--- src/rtl/cpu_pkg.sv ---
// Constants and types shared by the register file and the destination-select mux.
package cpu_pkg;

   localparam int unsigned DATA_W   = 32;
   localparam int unsigned REG_AW   = 5;
   localparam int unsigned NUM_REGS = 32;

   typedef logic [REG_AW-1:0] reg_addr_t;

   localparam reg_addr_t REG_ZERO = 5'd0;
   localparam reg_addr_t REG_SP   = 5'd29;
   localparam reg_addr_t REG_RA   = 5'd31;

   localparam logic [DATA_W-1:0] SP_RESET = 32'd227;

   // Destination-select encoding used by the mux that feeds WriteReg.
   typedef enum logic [2:0] {
      DST_RT = 3'd0,
      DST_RD = 3'd1,
      DST_SP = 3'd2,
      DST_RA = 3'd3,
      DST_RS = 3'd4
   } dst_sel_e;

   function automatic logic is_zero_reg(input reg_addr_t addr);
      return addr == REG_ZERO;
   endfunction

   function automatic reg_addr_t dst_addr(input dst_sel_e sel,
                                          input reg_addr_t rs,
                                          input reg_addr_t rt,
                                          input reg_addr_t rd);
      reg_addr_t a;
      a = rt;
      case (sel)
         DST_RT:  a = rt;
         DST_RD:  a = rd;
         DST_SP:  a = REG_SP;
         DST_RA:  a = REG_RA;
         DST_RS:  a = rs;
         default: a = rt;
      endcase
      return a;
   endfunction

endpackage

--- src/rtl/reg_read_port.sv ---
// One combinational read port: 32:1 mux, optional write bypass, $zero forcing.
module reg_read_port
   import cpu_pkg::*;
#(
   parameter int unsigned DATA_W = cpu_pkg::DATA_W,
   parameter bit          BYPASS = 1'b0
) (
   input  logic [NUM_REGS-1:0][DATA_W-1:0] regs,
   input  logic [REG_AW-1:0]               addr,
   input  logic                            wr_en,
   input  logic [REG_AW-1:0]               wr_addr,
   input  logic [DATA_W-1:0]               wr_data,
   output logic [DATA_W-1:0]               data_c
);

   logic hit_c;

   // $zero wins over the bypass path so address 0 can never leak WriteData.
   always_comb begin
      hit_c  = BYPASS && wr_en && (wr_addr == addr);
      data_c = regs[addr];
      if (hit_c) begin
         data_c = wr_data;
      end
      if (is_zero_reg(addr)) begin
         data_c = '0;
      end
   end

endmodule

--- src/rtl/reg_bank.sv ---
// 32 x DATA_W register file: one synchronous write port, two combinational read ports.
module reg_bank
   import cpu_pkg::*;
#(
   parameter int unsigned        DATA_W   = cpu_pkg::DATA_W,
   parameter logic [DATA_W-1:0]  SP_RESET = DATA_W'(cpu_pkg::SP_RESET),
   parameter bit                 BYPASS   = 1'b0
) (
   input  logic              clk,
   input  logic              reset,
   input  logic              RegWrite,
   input  logic [4:0]        ReadReg1,
   input  logic [4:0]        ReadReg2,
   input  logic [4:0]        WriteReg,
   input  logic [DATA_W-1:0] WriteData,
   output logic [DATA_W-1:0] ReadData1,
   output logic [DATA_W-1:0] ReadData2
);

   logic [NUM_REGS-1:0][DATA_W-1:0] regs;
   logic                            wr_en_c;

   // Reset has priority over a pending write, including for the bypass path.
   assign wr_en_c = RegWrite && !reset;

   // Register array; $sp comes out of reset pointing at the stack base.
   always_ff @(posedge clk or posedge reset) begin
      if (reset) begin
         for (int i = 0; i < NUM_REGS; i++) begin
            regs[i] <= (REG_AW'(i) == REG_SP) ? SP_RESET : '0;
         end
      end else if (RegWrite && !is_zero_reg(WriteReg)) begin
         regs[WriteReg] <= WriteData;
      end
   end

   reg_read_port #(
      .DATA_W (DATA_W),
      .BYPASS (BYPASS)
   ) u_rd1 (
      .regs    (regs),
      .addr    (ReadReg1),
      .wr_en   (wr_en_c),
      .wr_addr (WriteReg),
      .wr_data (WriteData),
      .data_c  (ReadData1)
   );

   reg_read_port #(
      .DATA_W (DATA_W),
      .BYPASS (BYPASS)
   ) u_rd2 (
      .regs    (regs),
      .addr    (ReadReg2),
      .wr_en   (wr_en_c),
      .wr_addr (WriteReg),
      .wr_data (WriteData),
      .data_c  (ReadData2)
   );

endmodule

--- config.mk ---
export PLATFORM = sky130hd
export DESIGN_NAME = reg_bank
export DESIGN_NICKNAME = d
export VERILOG_FILES = /design/src/rtl/cpu_pkg.sv /design/src/rtl/reg_read_port.sv /design/src/rtl/reg_bank.sv
export SDC_FILE = /design/constraint.sdc
export NUM_CORES = 2
export LEC_CHECK = 0
export ABC_CLOCK_PERIOD_IN_PS = 40300
export CAP_MARGIN = 20
export CORE_MARGIN = 8
export CORE_UTILIZATION = 55
export DETAILED_ROUTE_END_ITERATION = 8
export PLACE_DENSITY = 0.72
export SETUP_SLACK_MARGIN = 0.3
export SKIP_CTS_REPAIR_TIMING = 1
export SKIP_LAST_GASP = 1
export SYNTH_ARGS = -nofsm -noshare
export SYNTH_HDL_FRONTEND = slang
export SYNTH_SLANG_ARGS = --single-unit
export TNS_END_PERCENT = 100
--- constraint.sdc ---
create_clock -name clk -period 40.3 [get_ports clk]
set_input_delay 4.03 -clock clk [delete_from_list [all_inputs] [get_ports clk]]
set_output_delay 4.03 -clock clk [all_outputs]
set_load 0.005 [all_outputs]
==> metrics <==
status=finished, final reports clean; worst path cell trace=buf_8, buf_4, buf_4, buf_4, buf_4, mux4_2, mux2i_1, a221o_1, a31oi_1, clkdlybuf4s50_1; Crit Path Class=in -> out; CP delay by family, top=buffers and inverters; largest reg by FF count=regs; Synth Warn #=0; WL/cell=about 36 µm; synthesized area=about 54000 µm²; placed inst area=55980 µm²; post-synth cell types=38; TNS Setup=0 ns; nets=3527; Lkg Pwr=25.56 nW; post-layout util=60.82%; GRT Residual Overflow=0; Clock Sinks=1024; starting density of the core=55.35%; Final min period=13.30 ns; RSZ-0062 raised after global routing=no; clk slew on worst S/H paths=about 0.060 ns; CTS tree=built; commonest non-fill, non-tap cell in the layout=dfrtp_1; Peak VDD IR=0.00004165 V; IO Port Bufs=113; insertion delay to the later sink of the worst-skew pair=0.70 ns; vias per inst=7.349; DRC violations left=0; number of global-route vias before repair=around 38000; largest net degree at the start of global routing=194; synthesis-stage register bit count=1024; wirelength, routed=between 150000 and 200000 µm; sequential element share of the synthesized area=47.12%; DRT antenna net count=0; Slew Limit Fails=0; CP Launch Type=input pin; Max-cap violations=0; Max stage delay on crit path=0.85 ns; # IOs=114; Total Power=3.003 mW; vias=35680; Top Registers=regs (1024); syn_area_per_cell=approximately 15 µm²; Overall Global Routing Usage=32.20%; register area=25630 µm²; CTS Buffer Depth=3; Largest register FFs=1024; GP Congestion=about 0.8; CP Capture Type=output pin; clock skew=0 ns; area of the core=98280 µm²; global-route wire length before repair=259200 µm; H-Tree Depth=3; layout cell share with drive strength beyond 1=50.07%; # fillers=7138; Final period util=33.00%; slew margin rel.=24.05%; Post-synth EDFFs=0; fmax=~75 MHz; FP Rows=between 100 and 150; initial drt markers=4273; initial antenna violation count=7; maximum fanout along the worst path=52; worst-margin pin slew=roughly 1.1 ns; Syn Inst Count=~3600; main flop type after synthesis=dfrtp_1; die area=about 110000 µm²; design area=59770 µm²; die height=330.5 µm; Crit-path slowest cell=buf_4; Die W=330.5 µm; TritonCTS buffer count=~110; final setup fails=0; FFs w/ async S/R, synth=100.0%; Worst EP required=36.27 ns; Power Density=50.25 nW/µm²; Multi-input gate area=26910 µm²; most frequent CP cell=buf_4; final hold vios=0; area grow syn2layout=9.875%; First-pass DRT Iterations=5; syn_nets=around 3600; most frequent cells in the layout=1019 x dfrtp_1, 1005 x mux2_2, 448 x mux4_2; worst min path class=reg -> reg; CP Data Arrival Time=9.27 ns; DP HPWL=96010 µm; worst path bufs/invs=6; Root Driver=clkbuf_16
metrics by stage:
| stage | worst slack [ns] | hold WS, ns | instances |
|---|---|---|---|
| floorplan | 7.462 | 0.4413 | 3584 |
| global placement | 26.93 | 0.3769 | 4646 |
| detailed placement | 26.85 | 0.3840 | 4648 |
| CTS | 26.84 | 0.3971 | 4843 |
| global route | 26.55 | 0.4054 | 4853 |
| finish | 27.00 | 0.3986 | 4855 |
per-layer routing:
metal	part of all wire [%]	track usage [%]	vias to the layer above
li1	-	-	13730
met1	39	43.27	19270
met2	46	49.07	2205
met3	11	8.646	475
met4	4.9	14.99	2
met5	0.0086	0	-
cell families (layout without fill, tap and decap cells):
group | Yosys count | after routing | share of synthesized area [%]
buffers and inverters | 426 | 405 | 3.809
other | 0 | 5 | 0
muxes | 1664 | 1664 | 43.28
DFF | 1024 | 1024 | 47.12
and+or+nand+nor | 138 | 138 | 1.265
AOI/OAI and AO/OA | 332 | 332 | 4.527
where the power goes:
part	switching (mW)	internal (mW)
Combinational	0.244	0.366
Clock	0.428	0.585
Sequential	0.155	1.22
Total	0.828	2.18
final timing paths:
path                                        from               endpoint  slack [ns]  cells after the start
setup / recovery                     ReadReg2[0]          ReadData2[27]       27.00                     10
hold / removal              regs[16]$_DFFE_PP0P_   regs[16]$_DFFE_PP0P_        0.40                      0
setup reg to reg           regs[660]$_DFFE_PP0P_  regs[660]$_DFFE_PP0P_       39.47                      1
hold reg to reg             regs[16]$_DFFE_PP0P_   regs[16]$_DFFE_PP0P_        0.40                      0
max in group asynchronous                  reset  regs[937]$_DFFE_PP0P_       32.61                      7
min in group asynchronous                  reset  regs[922]$_DFFE_PP0P_        3.92                      2
Yosys cell counts (all sizes together) (2+ instances only):
cell type  instances  area share [%]
nor3b              4           0.055
buf              205             2.3
dfrtp           1019              47
a221o             32            0.59
nand2             56            0.39
mux2i            192             3.5
or2                2           0.023
a31oi             32            0.37
and2               2           0.023
a311oi            32            0.52
nand3              2           0.018
and3b              2           0.032
o21ai             76            0.70
nor2b             37            0.43
a22oi             64            0.88
mux4             448              19
a211oi            32            0.44
clkbuf           218             1.5
nand3b             4           0.055
nor2              24            0.18
o2111ai           20            0.32
mux2            1024              21
dfstp              5            0.24
a221oi            44            0.71
inv                3           0.021
cell type report:
cell class | instances | share of cell area, %
multi-input cells | 2134 | 45.02
flip-flops and latches | 1024 | 42.88
clock buffers | 155 | 5.236
repair buffers | 207 | 3.320
well taps | 1287 | 2.694
clock inverters | 40 | 0.7871
inverters | 3 | 0.03768
diodes | 5 | 0.02093
(Power assumes the default switching activity.)
